File: src/rtl/dump_axis_packer_if.sv
// AXI4-Stream k2h link between the dump packer (master) and the host-facing consumer (slave).
interface dump_axis_packer_if #(
  parameter int unsigned AXIS_TDATA_WIDTH = 512,
  parameter int unsigned TDEST_WIDTH      = 16
);
  logic                          tvalid;
  logic                          tready;
  logic [AXIS_TDATA_WIDTH-1:0]   tdata;
  logic [AXIS_TDATA_WIDTH/8-1:0] tkeep;
  logic                          tlast;
  logic [TDEST_WIDTH-1:0]        tdest;

  modport master (output tvalid, tdata, tkeep, tlast, tdest, input tready);
  modport slave  (input tvalid, tdata, tkeep, tlast, tdest, output tready);
endinterface

File: src/rtl/dump_axis_packer.sv
// Kernel-to-host dump engine: scans PC entries, drops empty ones, emits one terminated AXIS packet.
// Define DUMP_PACKER_COUNT_EN to add the o_dump_words handshaken-word counter.
module dump_axis_packer #(
  parameter int unsigned AXIS_TDATA_WIDTH = 512,
  parameter int unsigned TDEST_WIDTH      = 16,
  parameter int unsigned PC_ADDR_WIDTH    = 10,
  parameter int unsigned EMPTY_BIT        = 226
) (
  input  logic                        clk,
  input  logic                        rst,
  input  logic                        i_dump_start,
  input  logic [PC_ADDR_WIDTH:0]      i_dump_len,
  input  logic [TDEST_WIDTH-1:0]      i_dump_tdest,
  output logic                        o_dump_busy,
  output logic                        o_dump_done,
  output logic                        o_pc_rd_en,
  output logic [PC_ADDR_WIDTH-1:0]    o_pc_rd_addr,
  input  logic [AXIS_TDATA_WIDTH-1:0] i_pc_rd_data,
  dump_axis_packer_if.master          m_axis_k2h
`ifdef DUMP_PACKER_COUNT_EN
  ,
  output logic [PC_ADDR_WIDTH:0]      o_dump_words
`endif
);

  localparam logic [AXIS_TDATA_WIDTH-1:0] EmptyMarkerWord =
    {{(AXIS_TDATA_WIDTH-1){1'b0}}, 1'b1} << EMPTY_BIT;

  typedef enum logic [2:0] {StIdle, StScan, StFlush, StEmpty, StDone} state_e;

  state_e                      state_q;
  logic [PC_ADDR_WIDTH:0]      len_q;
  logic [PC_ADDR_WIDTH:0]      rd_cnt_q;
  logic                        inflight_q;
  logic [TDEST_WIDTH-1:0]      tdest_q;
  logic                        pend_valid_q;
  logic [AXIS_TDATA_WIDTH-1:0] pend_data_q;
  logic                        out_valid_q;
  logic                        out_last_q;
  logic [AXIS_TDATA_WIDTH-1:0] out_data_q;

  logic out_fire;
  logic ret_valid;
  logic rd_issue;

  assign out_fire  = out_valid_q & m_axis_k2h.tready;
  assign ret_valid = inflight_q & ~i_pc_rd_data[EMPTY_BIT];

  // Only read when the returning word is guaranteed a home: either the pending slot is free,
  // or the output register will be empty when the word lands so the pending word can move up.
  assign rd_issue = (state_q == StScan) && !inflight_q && (rd_cnt_q < len_q) &&
                    (!pend_valid_q || !out_valid_q || out_fire);

  always_ff @(posedge clk) begin
    if (rst) begin
      state_q      <= StIdle;
      len_q        <= '0;
      rd_cnt_q     <= '0;
      inflight_q   <= 1'b0;
      tdest_q      <= '0;
      pend_valid_q <= 1'b0;
      pend_data_q  <= '0;
      out_valid_q  <= 1'b0;
      out_last_q   <= 1'b0;
      out_data_q   <= '0;
    end else begin
      unique case (state_q)
        StIdle: begin
          if (i_dump_start) begin
            len_q        <= i_dump_len;
            tdest_q      <= i_dump_tdest;
            rd_cnt_q     <= '0;
            inflight_q   <= 1'b0;
            pend_valid_q <= 1'b0;
            state_q      <= (i_dump_len == '0) ? StEmpty : StScan;
          end
        end
        StScan: begin
          if (out_fire) out_valid_q <= 1'b0;
          inflight_q <= rd_issue;
          if (rd_issue) rd_cnt_q <= rd_cnt_q + 1'b1;
          // One-word lookahead: the pending word is released only once a newer valid word exists.
          if (ret_valid) begin
            pend_data_q  <= i_pc_rd_data;
            pend_valid_q <= 1'b1;
            if (pend_valid_q) begin
              out_valid_q <= 1'b1;
              out_last_q  <= 1'b0;
              out_data_q  <= pend_data_q;
            end
          end
          if ((rd_cnt_q == len_q) && !inflight_q) state_q <= StFlush;
        end
        StFlush, StEmpty: begin
          if (out_fire && out_last_q) begin
            out_valid_q <= 1'b0;
            out_last_q  <= 1'b0;
            state_q     <= StDone;
          end else if (!out_last_q && (!out_valid_q || out_fire)) begin
            out_valid_q  <= 1'b1;
            out_last_q   <= 1'b1;
            out_data_q   <= pend_valid_q ? pend_data_q : EmptyMarkerWord;
            pend_valid_q <= 1'b0;
          end
        end
        StDone: state_q <= StIdle;
        default: state_q <= StIdle;
      endcase
    end
  end

  assign o_dump_busy  = (state_q != StIdle);
  assign o_dump_done  = (state_q == StDone);
  assign o_pc_rd_en   = rd_issue;
  assign o_pc_rd_addr = rd_cnt_q[PC_ADDR_WIDTH-1:0];

  assign m_axis_k2h.tvalid = out_valid_q;
  assign m_axis_k2h.tdata  = out_data_q;
  assign m_axis_k2h.tlast  = out_last_q;
  assign m_axis_k2h.tdest  = tdest_q;
  assign m_axis_k2h.tkeep  = {(AXIS_TDATA_WIDTH/8){out_valid_q}};

`ifdef DUMP_PACKER_COUNT_EN
  logic [PC_ADDR_WIDTH:0] words_q;

  // Real PC words never carry EMPTY_BIT, so that bit marks the empty-dump word.
  always_ff @(posedge clk) begin
    if (rst) begin
      words_q <= '0;
    end else if ((state_q == StIdle) && i_dump_start) begin
      words_q <= '0;
    end else if (out_fire && !out_data_q[EMPTY_BIT]) begin
      words_q <= words_q + 1'b1;
    end
  end

  assign o_dump_words = words_q;
`endif

endmodule
File: src/flat_wrapper.sv
// flat-port wrapper written by rule: the top's interface ports become plain ports
module dump_axis_packer_flat 
#(
  parameter int unsigned AXIS_TDATA_WIDTH = 512,
  parameter int unsigned TDEST_WIDTH      = 16,
  parameter int unsigned PC_ADDR_WIDTH    = 10,
  parameter int unsigned EMPTY_BIT        = 226
)
  (clk, rst, i_dump_start, i_dump_len, i_dump_tdest, o_dump_busy, o_dump_done, o_pc_rd_en, o_pc_rd_addr, i_pc_rd_data, m_axis_k2h_tvalid, m_axis_k2h_tdata, m_axis_k2h_tkeep, m_axis_k2h_tlast, m_axis_k2h_tdest, m_axis_k2h_tready);
  dump_axis_packer_if #(.AXIS_TDATA_WIDTH(AXIS_TDATA_WIDTH), .TDEST_WIDTH(TDEST_WIDTH)) m_axis_k2h_i ();
  input  logic clk;
  input  logic rst;
  input  logic i_dump_start;
  input  logic [PC_ADDR_WIDTH:0] i_dump_len;
  input  logic [TDEST_WIDTH-1:0] i_dump_tdest;
  output logic o_dump_busy;
  output logic o_dump_done;
  output logic o_pc_rd_en;
  output logic [PC_ADDR_WIDTH-1:0] o_pc_rd_addr;
  input  logic [AXIS_TDATA_WIDTH-1:0] i_pc_rd_data;
  output wire logic [$bits(m_axis_k2h_i.tvalid)-1:0] m_axis_k2h_tvalid;
  output wire logic [$bits(m_axis_k2h_i.tdata)-1:0] m_axis_k2h_tdata;
  output wire logic [$bits(m_axis_k2h_i.tkeep)-1:0] m_axis_k2h_tkeep;
  output wire logic [$bits(m_axis_k2h_i.tlast)-1:0] m_axis_k2h_tlast;
  output wire logic [$bits(m_axis_k2h_i.tdest)-1:0] m_axis_k2h_tdest;
  input wire logic [$bits(m_axis_k2h_i.tready)-1:0] m_axis_k2h_tready;
  assign m_axis_k2h_tvalid = m_axis_k2h_i.tvalid;
  assign m_axis_k2h_tdata = m_axis_k2h_i.tdata;
  assign m_axis_k2h_tkeep = m_axis_k2h_i.tkeep;
  assign m_axis_k2h_tlast = m_axis_k2h_i.tlast;
  assign m_axis_k2h_tdest = m_axis_k2h_i.tdest;
  assign m_axis_k2h_i.tready = m_axis_k2h_tready;
  dump_axis_packer #(.AXIS_TDATA_WIDTH(AXIS_TDATA_WIDTH), .TDEST_WIDTH(TDEST_WIDTH), .PC_ADDR_WIDTH(PC_ADDR_WIDTH), .EMPTY_BIT(EMPTY_BIT)) u_core (.clk(clk), .rst(rst), .i_dump_start(i_dump_start), .i_dump_len(i_dump_len), .i_dump_tdest(i_dump_tdest), .o_dump_busy(o_dump_busy), .o_dump_done(o_dump_done), .o_pc_rd_en(o_pc_rd_en), .o_pc_rd_addr(o_pc_rd_addr), .i_pc_rd_data(i_pc_rd_data), .m_axis_k2h(m_axis_k2h_i));
endmodule
File: config.mk
export PLATFORM = sky130hd
export DESIGN_NAME = dump_axis_packer_flat
export DESIGN_NICKNAME = d
export VERILOG_FILES = /design/src/rtl/dump_axis_packer_if.sv /design/src/rtl/dump_axis_packer.sv /design/src/flat_wrapper.sv
export SDC_FILE = /design/constraint.sdc
export NUM_CORES = 2
export LEC_CHECK = 0
export CAP_MARGIN = 20
export CORE_AREA = 5 5 451 453
export CTS_CLUSTER_DIAMETER = 50
export DETAILED_ROUTE_END_ITERATION = 10
export DIE_AREA = 0 0 456 458
export DONT_BUFFER_PORTS = 1
export GPL_ROUTABILITY_DRIVEN = 0
export HOLD_SLACK_MARGIN = 0.06
export PLACE_DENSITY_LB_ADDON = 0.25
export SYNTH_ARGS = -nofsm -noshare
export SYNTH_HDL_FRONTEND = slang
export SYNTH_SLANG_ARGS = --single-unit
File: constraint.sdc
create_clock -name clk -period 4.06 [get_ports clk]
set_input_delay 0.203 -clock clk [delete_from_list [all_inputs] [get_ports clk]]
set_output_delay 0.203 -clock clk [all_outputs]
set_load 0.1 [all_outputs]
==> results.md, run 1 <==
- Failed at: 4_1_cts
- H-tree levels: 4
- Hold_buf cts: between 1000 and 1500
- # Post-CTS Setup Buffers: 1
- Clock sink total: 1069
- Synth cell types: 48
- Cells after Synth: between 4000 and 5000
- CTS Buffer Depth: 3
- Post-synth net total: 5418
- Dpl ws: a little under 0.8 ns
- I/O Buffers: 0
- Syn_area_per_cell: 7.91 um2
- Post-synth top area share: around 56%
- EDFF count, synth: 0
- Commonest cells in the netlist: 1600 x nand2_1, 1069 x dfxtp_1, 1060 x a21oi_1, 519 x nand3_1, 306 x clkbuf_1
- Count leader, synth: nand2_1
- Post-CTS Resized: 3
- Mapped Area: a little under 0.04 mm2
- Dpl hpwl: between 100 and 150 mm
- Cell accounting for the most synthesized area: dfxtp_1
- Synth Flop Type: dfxtp_1
- Starting Density: roughly 19%
- Sequential fraction of the synthesis area: ~56%
- #FFs+latches synth: 1069
- Synth warn: 0
- Top-Level Pins: approximately 1200
- Rows: between 150 and 200
- TritonCTS Buffers: between 100 and 150
- Synth top area cells: dfxtp_1 56%, nand2_1 16%, a21oi_1 14%
- Status: aborted with a tool error
- DIE WIDTH: 456 um
- Error: [ERROR RSZ-0060] Max buffer count reached.
- Ys async rst share: 0%
- Die span in y: 458 um
- Root buffer cell: clkbuf_16
-- per-stage QoR --
| stage | area, um2 | std cells |
|---|---|---|
| floorplan | 38500 | 4863 |
| global placement | 41000 | 7147 |
| detailed placement | 41000 | 7147 |
-- cells by family after synthesis --
family / after synthesis / synth area share, %
buf+inv: 502 / 6.09
flops: 1069 / 55.6
compound gates: 1098 / 14.5
xor+xnor: 1 / 0.0228
mux: 3 / 0.0846
simple gates: 2178 / 23.3
fa+ha+maj: 12 / 0.390
==> run 2: changes to the inputs <==
--- a/config.mk
+++ b/config.mk
@@ -6,14 +6,12 @@
 export NUM_CORES = 2
 export LEC_CHECK = 0
 export CAP_MARGIN = 20
-export CORE_AREA = 5 5 451 453
-export CTS_CLUSTER_DIAMETER = 50
+export CORE_AREA = 5 5 449 451
 export DETAILED_ROUTE_END_ITERATION = 10
-export DIE_AREA = 0 0 456 458
+export DIE_AREA = 0 0 454 456
 export DONT_BUFFER_PORTS = 1
 export GPL_ROUTABILITY_DRIVEN = 0
-export HOLD_SLACK_MARGIN = 0.06
-export PLACE_DENSITY_LB_ADDON = 0.25
+export PLACE_DENSITY_LB_ADDON = 0.15
 export SYNTH_ARGS = -nofsm -noshare
 export SYNTH_HDL_FRONTEND = slang
 export SYNTH_SLANG_ARGS = --single-unit
==> run 2 against run 1 <==
  * The flow now finishes, with violations (max-slew violations)
  * Synthesized cell count unchanged
  * Synthesized area is the same
==> results.md, run 2 <==
- Buf+Inv Stages, Crit Path: 1
- Largest net degree at the start of global routing: 840
- WHS Endpoint: u_core.pend_data_q[234]$_SDFFE_PP0P_
- Worst hold path depth: 2
- Antenna-violating nets left: 0
- Residual DRC count: 0
- Crit path depth: 1
- Worst-path cell chain: buf_12
- RR Startpoint: u_core.state_q[2]$_SDFFE_PP0P_
- Root buffer cell: clkbuf_16
- Comb power frac: between 10% and 20%
- Rows: roughly 160
- Synth top area cells: dfxtp_1 56%, nand2_1 16%, a21oi_1 14%
- RSZ-0062 raised after global routing: no
- Post-synth net total: about 5400
- Die span in y: approximately 460 um
- Synth cell types: 48
- Overflow left after global routing: 0
- Core area: slightly below 0.2 mm2
- Vias in the first global route: 39100
- Global-route wire length before repair: 262 mm
- Clock latency on the worst-skew pair: about 0.8 ns
- Max Clk Rate: approximately 260 MHz
- TritonCTS Buffers: 134
- HP Start: rst
- Vias: ~38000
- Post-synth top area share: 55.6%
- Final Hold Viols: 0
- WL/cell: 20.7 um
- CP peak stage delay: approximately 2.2 ns
- FF-to-FF End: u_core.pend_data_q[269]$_SDFFE_PP0P_
- Worst slew pin tran: 1.77 ns
- Count leader, synth: nand2_1
- I/O Buffers: 0
- Vias per inst: roughly 4.4
- Cells after Synth: around 5000
- #FFs+latches synth: between 1000 and 1500
- Synth Flop Type: dfxtp_1
- Final number of max-transition violations: 287
- Placed Instances: roughly 7100
- Cell accounting for the most synthesized area: dfxtp_1
- Reg2reg setup slack: 0.77 ns
- Final Cycle Share: a little over nine tenths
- Worst vdd ir: about 540 uV
- Commonest non-fill, non-tap cell in the layout: nand2_1
- Commonest non-fill, non-tap cells in the layout: 1599 x nand2_1, 1378 x dlygate4sd3_1, 1065 x dfxtp_1
- EDFF count, synth: 0
- Top-Level Pins: roughly 1200
- Routed WL: ~180 mm
- CTS Buffer Depth: 3
- Net Sw Frac: between 20% and 30%
- H-tree levels: 4
- Slowest-stage cell, CP: buf_12
- Initial antenna violation count: 38
- Share of post-route cells with drive strength above 1: under 10%
- Worst Setup Start Kind: flop
- PD cells: about 430 mW/mm2
- Worst Path Max Fanout: 30
- Syn_area_per_cell: 7.91 um2
- Ys async rst share: 0%
- Leak: ~22 nW
- Nets: between 6000 and 7000
- Tmin final: between 3 and 4 ns
- Clk pwr share: approximately 47%
- Pwr Total: around 25 mW
- Setup TNS Final: 0 ns
- Layout area overhead: 53.9%
- DIE WIDTH: 454 um
- Reg2reg path depth: 6
- Finished Layout Cells: around 8800
- Hold crit path type: in2reg
- DRT iter0 DRCs: approximately 2500
- Setup violations, final: 0
- Synth warn: 0
- Worst setup EP type: primary output
- Sequential fraction of the synthesis area: between 50% and 60%
- Starting Density: 19.5%
- Switch Pwr: slightly above 7 mW
- DIE AREA: between 0.2 and 0.25 mm2
- Filler cells: 21400
- Clk pin slew, worst setup/hold paths: roughly 0.060 ns
- Failing checks: max-slew violations
- DRT Pass-1 Iters: 5
- CTS tree: yes
- Commonest cells in the netlist: 1600 x nand2_1, 1069 x dfxtp_1, 1060 x a21oi_1, 519 x nand3_1, 306 x clkbuf_1
- Dpl hpwl: between 100 and 150 mm
- GRT Total Usage: around 17%
- Mapped Area: 0.0385 mm2
- Clock sink total: between 1000 and 1500
- Clock Skew: 0.0358 ns
- Max_cap viols: 0
- Status: finished with violations
- Crit path required time: between 3 and 4 ns
- Pint: about 18 mW
- CP delay by family, top: buffers and inverters
- Power share of the sequential group: 42.5%
- Relative slew slack: -18.0%
- Crit path kind: reg2out
- WP data arrival: 3.60 ns
-- run 2: worst max-delay path by stage --
stage	from	endpoint
floorplan	u_core.m_axis_k2h.tvalid$_SDFFE_PP0P_	u_core.m_axis_k2h.tdata[423]$_SDFFE_PP0P_
global placement	u_core.m_axis_k2h.tvalid$_SDFFE_PP0P_	m_axis_k2h_tkeep[3]
detailed placement	u_core.m_axis_k2h.tvalid$_SDFFE_PP0P_	m_axis_k2h_tkeep[3]
CTS	u_core.m_axis_k2h.tvalid$_SDFFE_PP0P_	m_axis_k2h_tkeep[3]
global route	u_core.m_axis_k2h.tvalid$_SDFFE_PP0P_	m_axis_k2h_tkeep[62]
finish	u_core.m_axis_k2h.tvalid$_SDFFE_PP0P_	m_axis_k2h_tkeep[3]
-- run 2: through the flow --
stage,hold slack [ns],worst slack [ns],utilization [%],cell area [um2]
2_1_floorplan,0.312,0.477,-,38500
3_3_place_gp,0.341,1.09,20.8,40800
3_5_place_dp,0.346,1.09,20.8,40800
4_1_cts,0.0191,0.197,30.0,59000
5_1_grt,-0.00454,0.148,30.1,59200
6_report,0.0507,0.258,30.1,59200
-- run 2: cell type report --
| class | instances | area [um2] | share of cell area, % |
|---|---|---|---|
| clock inverter | 37 | 432 | 0.729 |
| tap | 2640 | 3300 | 5.58 |
| sequential | 1069 | 21400 | 36.2 |
| clock buffer | 199 | 3910 | 6.60 |
| multi-input combinational | 3292 | 14800 | 24.9 |
| inverter | 17 | 63.8 | 0.108 |
| antenna | 28 | 70.1 | 0.118 |
| timing repair buffer | 1496 | 15300 | 25.8 |
-- run 2: kinds of logic (layout without fill, tap and decap cells) --
group           after synthesis  in the layout  share of synthesized area, %
simple gates               2178           2178                          23.3
compound gates             1098           1098                          14.5
flops                      1069           1069                          55.6
buf+inv                     502           1749                          6.09
fa+ha+maj                    12             12                         0.390
mux                           3              3                        0.0846
xor+xnor                      1              1                        0.0228
other cells                   0             28                             0
-- run 2: what timing repair did --
action / CTS / global route
hold endpoints to repair: 1061 / 7
resized for setup: 0 / 0
hold buffers: 1377 / 2
buffers inserted: 0 / 0
-- run 2: metal layers --
layer	track usage, %	share of wire, %
met1	18.5	38
met2	28.5	49
met3	5.66	7.9
met4	7.83	4.5
met5	0	0.041
-- run 2: power by group through the flow --
stage	Combinational [mW]	Sequential, mW	Clock [mW]
2_1_floorplan	1.68	11.0	0
3_3_place_gp	1.92	11.0	0
3_5_place_dp	1.92	11.0	0
4_1_cts	2.59	10.8	12.3
5_1_grt	2.84	10.8	12.8
6_report	2.70	10.8	11.9
Note: power is estimated with default switching activity, not from simulation.
